## src/rtl/des_pkg.sv

```systemverilog
// rtl/des_pkg.sv - DES key-schedule tables, state encoding and rotate/permute helpers
package des_pkg;
  localparam int NUM_ROUNDS = 16;
  localparam int KEY_W      = 64;
  localparam int SUBKEY_W   = 48;
  localparam int HALF_W     = 28;

  typedef enum logic [1:0] {IDLE, ROUND, DONE} state_t;

  // Tables list 1-based source bit numbers, bit 1 being the MSB
  localparam int PC1 [56] = '{
    57, 49, 41, 33, 25, 17,  9,  1, 58, 50, 42, 34, 26, 18,
    10,  2, 59, 51, 43, 35, 27, 19, 11,  3, 60, 52, 44, 36,
    63, 55, 47, 39, 31, 23, 15,  7, 62, 54, 46, 38, 30, 22,
    14,  6, 61, 53, 45, 37, 29, 21, 13,  5, 28, 20, 12,  4};

  localparam int PC2 [48] = '{
    14, 17, 11, 24,  1,  5,  3, 28, 15,  6, 21, 10,
    23, 19, 12,  4, 26,  8, 16,  7, 27, 20, 13,  2,
    41, 52, 31, 37, 47, 55, 30, 40, 51, 45, 33, 48,
    44, 49, 39, 56, 34, 53, 46, 42, 50, 36, 29, 32};

  localparam logic [1:0] SHIFT_TABLE [NUM_ROUNDS] = '{
    2'd1, 2'd1, 2'd2, 2'd2, 2'd2, 2'd2, 2'd2, 2'd2,
    2'd1, 2'd2, 2'd2, 2'd2, 2'd2, 2'd2, 2'd2, 2'd1};

  function automatic logic [HALF_W-1:0] rotl28(input logic [HALF_W-1:0] x, input logic [1:0] n);
    case (n)
      2'd1:    return {x[26:0], x[27]};
      2'd2:    return {x[25:0], x[27:26]};
      default: return x;
    endcase
  endfunction

  function automatic logic [HALF_W-1:0] rotr28(input logic [HALF_W-1:0] x, input logic [1:0] n);
    case (n)
      2'd1:    return {x[0], x[27:1]};
      2'd2:    return {x[1:0], x[27:2]};
      default: return x;
    endcase
  endfunction

  function automatic logic [2*HALF_W-1:0] pc1(input logic [KEY_W-1:0] k);
    logic [2*HALF_W-1:0] r;
    r = '0;
    for (int i = 0; i < 56; i++) r[55-i] = k[64-PC1[i]];
    return r;
  endfunction
endpackage

```

## src/rtl/des_pc2.sv

```systemverilog
// rtl/des_pc2.sv - combinational PC-2 compression of {C,D} into a 48-bit round subkey
module des_pc2
  import des_pkg::*;
(
  input  logic [55:0] cd,
  output logic [47:0] subkey
);
  always_comb begin
    subkey = '0;
    for (int i = 0; i < 48; i++) subkey[47-i] = cd[56-PC2[i]];
  end
endmodule

```

## src/rtl/des_subkey_sequencer.sv

```systemverilog
// rtl/des_subkey_sequencer.sv - round subkey sequencer with ack handshake, encrypt and decrypt order
module des_subkey_sequencer
  import des_pkg::*;
(
  input  logic        clk,
  input  logic        rst,
  input  logic        key_load,
  input  logic [63:0] key_in,
  input  logic        start,
  input  logic        decrypt,
  input  logic        round_ack,
  output logic [47:0] subkey,
  output logic        subkey_valid,
  output logic [3:0]  round_number,
  output logic        busy,
  output logic        cycle_complete
);
  state_t      state, state_n;
  logic [27:0] c0, d0, c, d;
  logic [3:0]  idx;
  logic        dir;
  logic [1:0]  shamt;
  logic [3:0]  idx_next, idx_rev;
  logic [47:0] pc2_out;

  des_pc2 u_pc2 (.cd({c, d}), .subkey(pc2_out));

  // Encrypt looks one entry ahead; decrypt walks the table backwards
  assign idx_next = idx + 4'd1;
  assign idx_rev  = 4'd15 - idx;
  assign shamt    = dir ? SHIFT_TABLE[idx_rev] : SHIFT_TABLE[idx_next];

  always_ff @(posedge clk or posedge rst) begin
    if (rst) state <= IDLE;
    else     state <= state_n;
  end

  always_comb begin
    state_n = state;
    case (state)
      IDLE:    if (start && !key_load) state_n = ROUND;
      ROUND:   if (round_ack && idx == 4'd15) state_n = DONE;
      DONE:    state_n = IDLE;
      default: state_n = IDLE;
    endcase
  end

  always_ff @(posedge clk or posedge rst) begin
    if (rst) begin
      c0  <= '0;
      d0  <= '0;
      c   <= '0;
      d   <= '0;
      idx <= '0;
      dir <= 1'b0;
    end else begin
      case (state)
        IDLE: begin
          if (key_load) begin
            {c0, d0} <= pc1(key_in);
          end else if (start) begin
            dir <= decrypt;
            idx <= '0;
            // Decrypt starts at K16, whose cumulative shift of 28 is the identity
            c   <= decrypt ? c0 : rotl28(c0, SHIFT_TABLE[0]);
            d   <= decrypt ? d0 : rotl28(d0, SHIFT_TABLE[0]);
          end
        end
        ROUND: begin
          if (round_ack && idx != 4'd15) begin
            idx <= idx_next;
            c   <= dir ? rotr28(c, shamt) : rotl28(c, shamt);
            d   <= dir ? rotr28(d, shamt) : rotl28(d, shamt);
          end
        end
        default: idx <= '0;
      endcase
    end
  end

  assign subkey_valid   = (state == ROUND);
  assign subkey         = subkey_valid ? pc2_out : 48'h0;
  assign round_number   = subkey_valid ? idx : 4'd0;
  assign busy           = (state != IDLE);
  assign cycle_complete = (state == DONE);
endmodule

```

## config.mk

```make
export PLATFORM = sky130hd
export DESIGN_NAME = des_subkey_sequencer
export DESIGN_NICKNAME = d
export VERILOG_FILES = /design/src/rtl/des_pkg.sv /design/src/rtl/des_pc2.sv /design/src/rtl/des_subkey_sequencer.sv
export SDC_FILE = /design/constraint.sdc
export NUM_CORES = 1
export LEC_CHECK = 0
export ABC_AREA = 1
export ABC_CLOCK_PERIOD_IN_PS = 7800
export CAP_MARGIN = 20
export CORE_AREA = 8 8 123 125
export CTS_CLUSTER_SIZE = 40
export DETAILED_ROUTE_END_ITERATION = 8
export DIE_AREA = 0 0 131 133
export GPL_TIMING_DRIVEN = 0
export MAX_ROUTING_LAYER = met4
export PLACE_DENSITY = 0.86
export RECOVER_POWER = 100
export SKIP_CTS_REPAIR_TIMING = 1
export SLEW_MARGIN = 20
export SYNTH_ARGS = -nofsm -noshare
export SYNTH_HDL_FRONTEND = slang
export SYNTH_SLANG_ARGS = --single-unit
```

## constraint.sdc

```tcl
create_clock -name clk -period 7.8 [get_ports clk]
set_clock_uncertainty 0.15 [all_clocks]
set_input_delay 1.95 -clock clk [delete_from_list [all_inputs] [get_ports clk]]
set_output_delay 1.95 -clock clk [all_outputs]
set_load 0.01 [all_outputs]
```

[Word-level counts from Yosys, hierarchy flattened]
Memories as Yosys holds them, arrays and structs flattened.
Index checks and enable logic that the tools add are counted.
Word-level totals
  register bits after elaboration: 119
  input bits: 70
  memories: 2
  bits in read-only memories: 64
  logic and storage cells: 70
  output and inout port bits: 55
Memories
  (name not given): depth 16, bits a word 2, read ports 1, clocked after Yosys merged registers in 0, wr ports 0, RTL line des_subkey_sequencer.sv:31  | assign shamt = dir ? SHIFT_TABLE[idx_rev] : SHIFT_TABLE[idx_next];
  (name not given): depth 16, bits a word 2, read ports 1, clocked after Yosys merged registers in 0, wr ports 0, RTL line des_subkey_sequencer.sv:31
Operators by class
  bitwise gates (word level): 3
  add/sub/neg operators: 2
  order comparisons: 2
  mux-type cells: 30
  eq/ne operators: 12
  reductions and logical operators: 12
Operators by type and width (number)
  $pmux 28 s2: 6
  $mux 28: 10
  $mux 48: 1
  $mux 4: 4
  $mux 2: 7
  $ge 5x5->1 const B: 2
  $not 4->5: 2
  $pmux 4 s2: 1
  $ne 2x2->1 const B: 3
  $reduce_and 3->1: 2
  $reduce_and 5->1: 1
  $add 4x1->4 const B: 1
  $eq 2x1->1 const B: 2
  $eq 2x2->1 const B: 2
  $eq 4x4->1 const B: 1
  $ne 2x1->1 const B: 2
  $ne 4x4->1 const B: 1
  $pmux 2 s2: 1
  $reduce_and 2->1: 2
  $reduce_bool 2->1: 2
  $sub 4x4->4 const A: 1
  $logic_and 1x1->1: 3
  $ne 3x1->1 const B: 1
  $logic_not 2->1: 1
  other kinds (2): 2

[Depth between registers and ports, before layout]
Gate-level depths: netlist of the first run.
  depth after elaboration: 11
  gate-level depth with buffers: 14
  mapped depth without buffers: 12

[Modules after synthesis]
From an unflattened synthesis of the first run, not the netlist that was laid out.
Second synthesis, totals
  cells, all modules: 1138
  area total of the unflattened synthesis: 7938.9 sq um
By module, submodules not included
  des_subkey_sequencer: seq. area each 2977.9 sq um, area each 7578.5 sq um, cells each 1090, times used 1
  des_pc2: seq. area each 0.0 sq um, area each 360.3 sq um, cells each 48, times used 1

[Worst setup path before layout of the first run]
OpenSTA, ideal clock, no wires.
  path kind: input-to-reg
  from: in key_load
  to: reg c0[0]
  required time: 7525 ps
  buffers on the path: 2
  library setup time: 125 ps
  stages: 4
  arrival: 3041 ps
  slack: 4484 ps
  cells stage by stage: nand2_1 clkbuf_1 clkbuf_1 mux2_2
On the way
  longest elaborated chain between the ends: 1
Ends and longest elaborated chain
  start: declaration: RTL line des_subkey_sequencer.sv:7  | input logic key_load,
  $reduce_and 2->1 (no source line)
  end signal: assignment: RTL line des_subkey_sequencer.sv:60  | {c0, d0} <= pc1(key_in);
  end: declaration: RTL line des_subkey_sequencer.sv:19  | logic [27:0] c0, d0, c, d;
Every way passes these cells.
A chain may end at the register's enable or synchronous reset.

[Final worst setup path of the first run]
  from: reg state[1]
  to: out subkey_valid
On the way
  longest elaborated chain between the ends: 1
Ends and longest elaborated chain
  start: declaration: RTL line des_subkey_sequencer.sv:18  | state_t state, state_n;
  start signal: assignment: RTL line des_subkey_sequencer.sv:35  | else state <= state_n;
  $eq 2x1->1: RTL line des_subkey_sequencer.sv:81  | assign subkey_valid = (state == ROUND);
  end: declaration: RTL line des_subkey_sequencer.sv:13  | output logic subkey_valid,
Every way passes these cells.

==> results of run 1 <==
-- sequential cells by signal, summed over array words and instances, names as in the netlist --
register	cells
idx	4
d0	28
c	28
dir	1
d	28
state	2
c0	28
-- metal layers --
metal	vias to the layer above	global-route usage (%)	wire, µm
met2	477	41.41	10870
li1	3853	-	-
met3	62	6.428	2213
met1	3834	35.46	9443
met5	-	-	0
met4	0	9.955	532
-- power by group --
group          internal (mW)  switching (mW)
Clock                  0.542           0.285
Sequential             0.944           0.344
Combinational           1.30            1.92
Total                   2.79            2.55
-- cell families (layout without fill, tap and decap cells) --
logic type      count (synthesis)  in the layout  synth area share [%]
simple gates                  587            587                 31.97
compound gates                177            177                 11.95
buf+inv                       147            296                 7.973
flops                         119            119                 39.29
mux                            56             56                 8.320
fa+ha+maj                       3              3                0.4953
-- worst paths after layout --
path | startpoint | endpoint | slack, ns | cells after the start
max reg2reg | state[0] | d[20] | 4.63 | 9
min in group asynchronous | rst | d0[25] | 2.43 | 2
max in group asynchronous | rst | state[1] | 3.98 | 3
max | state[1] | subkey_valid | 2.88 | 5
min | c0[10] | c0[10] | 0.38 | 1
min reg2reg | c0[10] | c0[10] | 0.38 | 1
-- final cells by class --
cell class                      instances  area (µm²)  share of cell area (%)
Buffer                                 82       355.3                   3.700
Multi-Input combinational cell        823        3998                   41.62
Sequential cell                       119        2978                   31.01
Timing Repair Buffer                  117        1189                   12.38
Tap cell                              176       220.2                   2.293
Clock buffer                           24       501.7                   5.224
Clock inverter                          8       117.6                   1.225
Inverter                               65       245.2                   2.553
-- per-stage QoR --
stage / worst slack, ns / area (µm²) / power (mW) / util (%) / hold WS [ns]
floorplan: 2.543 / 7580 / 3.415 / - / 0.3246
global placement: 0.8306 / 8961 / 4.417 / 68.48 / 0.3417
detailed placement: 3.461 / 8994 / 4.505 / 68.73 / 0.3680
CTS: 3.056 / 9613 / 5.367 / 73.47 / 0.3811
global route: 2.732 / 9604 / 5.744 / 73.40 / 0.3961
finish: 2.880 / 9604 / 5.340 / 73.40 / 0.3808
-- worst reg2reg max path, cell delays in order (launching register included) --
cell,delay (ns)
dfrtp_1,0.39
nand2_1,0.40
inv_1,0.40
nand2_1,0.26
nand2_1,0.13
inv_1,0.10
clkbuf_1,0.54
clkbuf_1,0.43
nor2_1,0.12
a21oi_1,0.19
-- Yosys cell counts (all sizes together) --
| cell | n |
|---|---|
| nand3 | 174 |
| nand2 | 242 |
| nand4 | 1 |
| mux2 | 56 |
| o31ai | 1 |
| clkbuf | 58 |
| o22ai | 3 |
| ha | 3 |
| a21oi | 170 |
| o21ai | 3 |
| dfrtp | 119 |
| nor2 | 170 |
| inv | 65 |
| buf | 24 |
==> results.yml, run 1 <==
outcome:
  status: "complete, but fails checks"
  violations: "capacitance limit, slew limit"
placement:
  portBuffers: 116
  place_inst: 1382
  gp_congestion: 0.9439
  hpwl_um: 16180
timing:
  max_freq_ghz: 0.2033
  slew_headroom_pct: -49.85
  setup_viol: 0
  rsz0062_at_grt: "false"
  min_period_ns: 4.920
  finalHoldViolCount: 0
  layout_worst_path_cycle_share_pct: 63.07
  setup_tns_ns: 0
  maxSlewViolCount: 49
  tightest_slew_ns: 2.235
logic_synthesis:
  synth_fp_nets: 1162
  seq_area_frac_synth_pct: 39.29
  synthesis.area_mm2: 0.007580
  synth_top_area_cell: "dfrtp_1"
  synth.area.top_cells: "dfrtp_1, nand2_1, nand3_1, a21oi_1, nor2_1"
  yosys.area.top_type_share_pct: 39.29
  synth-seq-cells: 119
  yosysWarnings: 0
  syn_area_per_cell_um2: 6.960
  syn-instance-count: 1089
  ys_types: 18
layout:
  layout_common_cells: "nand2_1, nand3_1, nor2_1, a21oi_1, dfrtp_1"
  final_common_cell: "nand2_1"
  fin_nets: 1298
  nFillCells: 1047
  fin_cells: 1414
  final_layout_size_suffix_gt1_share_pct: 8.562
  n_antenna_cell: 0
  syn2layout_area_growth_pct: 26.71
routing:
  avgViaCountPerCell: 5.818
  wl_um: 23060
  final_antenna_net_count: 0
  routed-via-count: 8226
  drtPass1Iterations: 8
  drc: 0
  drt_iter0_markers: 1513
  wl_per_cell_um: 16.31
worst_setup_path:
  path_common_cell: "inv_1"
  path_class: "register to primary output"
  crit_chain: "inv_1 > nand2_1 > inv_1 > clkbuf_1 > clkdlybuf4s50_1"
  critPathTopFamily: "buffers and inverters"
  crit_path_end_kind: "primary output"
  path_buf_inv: 4
  cp.required_ns: 5.70
  cp-start-kind: "register"
  slowest_delay_ns: 0.66
  crit_slowest_cell: "clkdlybuf4s50_1"
  cp_max_fo: 10
  worstPathArrival_ns: 2.82
power_and_ir_drop:
  p_leak_nw: 4.534
  vdd_ir_drop_max_v: 0.0002867
  p_per_area_mw_per_mm2: 556.0
cts:
  cts_tree: "yes"
  path_clk_slew_ns: 0.05
  cts_made_buffers: 17
  h-tree-depth: 4
  clockBufferDepth: 2
  clkLatencyLatePin_ns: 0.43
  cts-root-buf: "clkbuf_16"
  cts_sinks: 119
run:
  cap_violations: 1
global_routing:
  antenna_found_initial: 0
  grt-ovfl-total: 0
  grt_util_all_layers_pct: 27.56
  grt_start_max_net_pins: 72
  grt_pass1_wl_um: 37560
  first_global_vias: 7716
floorplan:
  dieArea_mm2: 0.01742
  die_h_um: 133
  die_w_um: 131
  core_mm2: 0.01309
  fp-row-count: 42
  start_util_pct: 57.93
  io_pins: 125
hold_path:
  min-delay-path-class: "register to register"
No activity file was read; power rests on OpenSTA's default activity.
==> run 2: changes to the inputs <==
--- a/config.mk
+++ b/config.mk
@@ -6,15 +6,15 @@
 export NUM_CORES = 1
 export LEC_CHECK = 0
 export ABC_AREA = 1
-export ABC_CLOCK_PERIOD_IN_PS = 7800
+export ABC_CLOCK_PERIOD_IN_PS = 4850
 export CAP_MARGIN = 20
-export CORE_AREA = 8 8 123 125
+export CORE_AREA = 8 8 128 130
 export CTS_CLUSTER_SIZE = 40
 export DETAILED_ROUTE_END_ITERATION = 8
-export DIE_AREA = 0 0 131 133
+export DIE_AREA = 0 0 136 138
 export GPL_TIMING_DRIVEN = 0
 export MAX_ROUTING_LAYER = met4
-export PLACE_DENSITY = 0.86
+export PLACE_DENSITY = 0.8
 export RECOVER_POWER = 100
 export SKIP_CTS_REPAIR_TIMING = 1
 export SLEW_MARGIN = 20
==> constraint.sdc (replaced) <==
create_clock -name clk -period 4.85 [get_ports clk]
set_clock_uncertainty 0.15 [all_clocks]
set_input_delay 1.2125 -clock clk [delete_from_list [all_inputs] [get_ports clk]]
set_output_delay 1.2125 -clock clk [all_outputs]
set_load 0.01 [all_outputs]
==> results.yml, run 2 (same netlist as run 1, synthesis figures left out) <==
routing:
  routed-via-count: 8137
  avgViaCountPerCell: 5.726
  final_antenna_net_count: 0
  drc: 0
  drt_iter0_markers: 1152
  drtPass1Iterations: 6
  wl_um: 23690
  wl_per_cell_um: 16.67
layout:
  fin_util_pct: 66.93
  register_area_mm2: 0.002978
  nFillCells: 1253
  fin_nets: 1298
  n_antenna_cell: 0
  fin_cells: 1421
  layout_common_cells: "nand2_1, nand3_1, nor2_1, a21oi_1, dfrtp_1"
  syn2layout_area_growth_pct: 26.39
  final_area_mm2: 0.009580
  multi_input_area_mm2: 0.003984
  final_common_cell: "nand2_1"
  final_layout_size_suffix_gt1_share_pct: 8.003
global_routing:
  grt_use_met1_pct: 35.29
  grt_util_all_layers_pct: 26.42
  first_global_vias: 7773
  grt_busiest_layer: "met2"
  grt-ovfl-total: 0
  use_met2_pct: 38.97
  grt_start_max_net_pins: 76
  antenna_found_initial: 0
  use_met3_pct: 5.761
  grt_pass1_wl_um: 39510
cts:
  cts_tree: "yes"
  cts_made_buffers: 17
  path_clk_slew_ns: 0.06
  clkLatencyLatePin_ns: 0.43
  cts-root-buf: "clkbuf_16"
  cts_sinks: 119
  h-tree-depth: 4
  clockBufferDepth: 2
hold_path:
  hold_depth: 1
  min-delay-path-class: "register to register"
timing:
  slew_headroom_pct: -32.64
  max_freq_ghz: 0.2349
  tightest_slew_ns: 1.979
  layout_worst_path_cycle_share_pct: 87.77
  finalHoldViolCount: 0
  maxSlewViolCount: 46
  setup_viol: 0
  min_period_ns: 4.257
  rsz0062_at_grt: "false"
  worst_slack_ns: 0.5931
placement:
  placed_area_mm2: 0.009004
  gp_congestion: 0.9517
  pre_cts_slack_ns: 1.250
  hpwl_um: 16540
  portBuffers: 116
  place_inst: 1390
worst_setup_path:
  path_class: "register to primary output"
  cp-start-kind: "register"
  cp.required_ns: 3.49
  cp_max_fo: 10
  worstPathArrival_ns: 2.89
  reg2reg_depth: 10
  crit_path_end_kind: "primary output"
floorplan:
  fp-row-count: 44
  die_w_um: 136
  dieArea_mm2: 0.01877
  start_util_pct: 52.95
  io_pins: 125
  die_h_um: 138
  core_mm2: 0.01431
run:
  cap_violations: 1
power_and_ir_drop:
  vdd_ir_drop_max_v: 0.0004389
  p_leak_nw: 4.509
  power.total_mw: 8.584
  p_per_area_mw_per_mm2: 896.0
outcome:
  status: "complete, but fails checks"
  violations: "capacitance limit, slew limit"
## run 2: layer usage
| metal | up-vias | routed length (µm) |
|---|---|---|
| met4 | 0 | 590 |
| met1 | 3798 | 10180 |
| met3 | 53 | 2043 |
| li1 | 3859 | - |
| met2 | 427 | 10880 |
| met5 | - | 0 |
## run 2: path summary, 6_finish.rpt
path | slack (ns) | to | startpoint
hold / removal | 0.38 | c0[9] | c0[9]
hold reg to reg | 0.38 | c0[9] | c0[9]
min in group asynchronous | 1.61 | d0[22] | rst
setup / recovery | 0.59 | subkey_valid | state[1]
setup reg to reg | 0.84 | d[19] | idx[1]
max in group asynchronous | 1.05 | c[22] | rst
## run 2: critical path, cell delays in order (launching register included)
cell and delay [ns]:
dfrtp_1 0.38, inv_1 0.07, nand2_1 0.30, inv_1 0.53
clkbuf_1 0.48, dlygate4sd3_1 0.70
## run 2: where the power goes
part	leakage [nW]	switching (mW)	internal (mW)
registers	1.36	0.540	1.52
clock network	0.311	0.466	0.951
logic	2.84	3.09	2.02
## run 2: metrics by stage
step                      hold WS, ns  TNS [ns]
final                          0.3774         0
after global routing           0.4005         0
after CTS                      0.3833         0
after detailed placement       0.3697         0
after global placement         0.3446   -168.69
after floorplan                0.3246         0
## run 2: layout make-up
cell class,count,area share (%)
multi-input combinational,823,41.58
sequential,119,31.08
timing repair buffer,117,12.20
clock buffer,24,5.028
buffer,82,3.409
inverter,65,2.560
tap,184,2.403
clock inverter,7,1.737
==> run 3: changes to the inputs <==
--- a/config.mk
+++ b/config.mk
@@ -17,7 +17,6 @@
 export PLACE_DENSITY = 0.8
 export RECOVER_POWER = 100
 export SKIP_CTS_REPAIR_TIMING = 1
-export SLEW_MARGIN = 20
 export SYNTH_ARGS = -nofsm -noshare
 export SYNTH_HDL_FRONTEND = slang
 export SYNTH_SLANG_ARGS = --single-unit
==> results.yml, run 3 (same netlist as run 1, synthesis figures left out) <==
outcome:
  status: "finished, final reports clean"
cts:
  clockBufferDepth: 2
  h-tree-depth: 4
  cts-root-buf: "clkbuf_16"
  cts_tree: "yes"
  clkLatencyLatePin_ns: 0.43
  cts_sinks: 119
  cts_made_buffers: 17
  path_clk_slew_ns: 0.05
timing:
  setup_viol: 0
  finalHoldViolCount: 0
  slew_headroom_pct: 24.69
  min_period_ns: 4.243
  maxSlewViolCount: 0
  tightest_slew_ns: 1.124
  layout_worst_path_cycle_share_pct: 87.48
  max_freq_ghz: 0.2357
  worst_slack_ns: 0.6074
  rsz0062_at_grt: "false"
worst_setup_path:
  cp.required_ns: 3.49
  crit_chain: "inv_1 > nand2_1 > inv_1 > clkbuf_1 > dlygate4sd3_1"
  worstPathArrival_ns: 2.88
  slowest_delay_ns: 0.69
  cp_max_fo: 10
  crit_slowest_cell: "dlygate4sd3_1"
  path_common_cell: "inv_1"
  path_class: "register to primary output"
  cp-start-kind: "register"
  crit_path_end_kind: "primary output"
floorplan:
  die_h_um: 138
  dieArea_mm2: 0.01877
  io_pins: 125
  start_util_pct: 52.95
  core_mm2: 0.01431
  fp-row-count: 44
  die_w_um: 136
layout:
  register_area_mm2: 0.002978
  final_area_mm2: 0.009603
  n_antenna_cell: 0
  layout_common_cells: "nand2_1, nand3_1, nor2_1, a21oi_1, dfrtp_1"
  nFillCells: 1237
  final_common_cell: "nand2_1"
  multi_input_area_mm2: 0.003998
  syn2layout_area_growth_pct: 26.69
  final_layout_size_suffix_gt1_share_pct: 8.569
  fin_nets: 1298
placement:
  hpwl_um: 16400
  portBuffers: 116
  pre_cts_slack_ns: 1.251
  placed_area_mm2: 0.009004
  gp_congestion: 0.9517
global_routing:
  grt-ovfl-total: 0
  grt_util_all_layers_pct: 26.00
  grt_pass1_wl_um: 38840
  first_global_vias: 7601
  grt_start_max_net_pins: 97
  antenna_found_initial: 0
routing:
  final_antenna_net_count: 0
  routed-via-count: 8146
  drc: 0
  avgViaCountPerCell: 5.733
  drtPass1Iterations: 6
  wl_per_cell_um: 16.52
  drt_iter0_markers: 1194
  wl_um: 23470
power_and_ir_drop:
  power.total_mw: 8.570
  p_per_area_mw_per_mm2: 892.5
  vdd_ir_drop_max_v: 0.0004626
  p_leak_nw: 4.521
hold_path:
  min-delay-path-class: "register to register"
run:
  cap_violations: 0
run 3: cell types whose count changed in the layout (fill, tap and decap cells not counted), sizes merged:
cell / before / now
clkinvlp: 2 / 3
clkbuf: 89 / 84
clkinv: 1 / 3
buf: 18 / 22
bufinv: 5 / 3
run 3: area by class of cell:
cell class,count,area share [%]
tap,184,2.397
inverter,65,2.554
clock inverter,8,1.251
sequential,119,31.01
timing repair buffer,117,12.38
clock buffer,23,5.081
multi-input combinational,823,41.63
buffer,82,3.700
run 3: worst max-delay path: cells and delay by family (launching register included):
kind                   cells  cell delay (ns)
DFF                        1             0.38
buffers and inverters      4             1.76
and+or+nand+nor            1             0.31
run 3: layer usage:
layer	wire length [µm]	track usage [%]	share of wire [%]	vias up
met5	0	-	0	-
met4	643	8.618	2.7	0
met3	2048	6.051	8.7	45
met2	10650	38.01	45	409
met1	10130	34.75	43	3838
li1	-	-	-	3854
run 3: path summary, 6_finish.rpt:
check | cells after the start | startpoint | endpoint | slack (ns)
min reg2reg | 1 | c0[12] | c0[12] | 0.38
max in group asynchronous | 3 | rst | d0[8] | 2.21
min in group asynchronous | 2 | rst | c0[3] | 1.31
min | 1 | c0[12] | c0[12] | 0.38
max | 5 | state[1] | subkey_valid | 0.61
max reg2reg | 9 | state[0] | d[7] | 1.71
run 3: stage by stage:
stage,instances,util [%],hold slack (ns),TNS [ns]
floorplan,1089,-,0.3246,0
global placement,1389,62.67,0.3446,-168.69
detailed placement,1390,62.90,0.3708,0
CTS,1421,67.15,0.3831,0
global route,1421,67.09,0.3928,0
finish,1421,67.09,0.3792,0
run 3: power breakdown:
part	internal (mW)	switching (mW)	leakage (nW)
combinational	2.10	3.10	2.87
clock	0.856	0.458	0.295
sequential	1.52	0.544	1.36
total	4.47	4.10	4.52
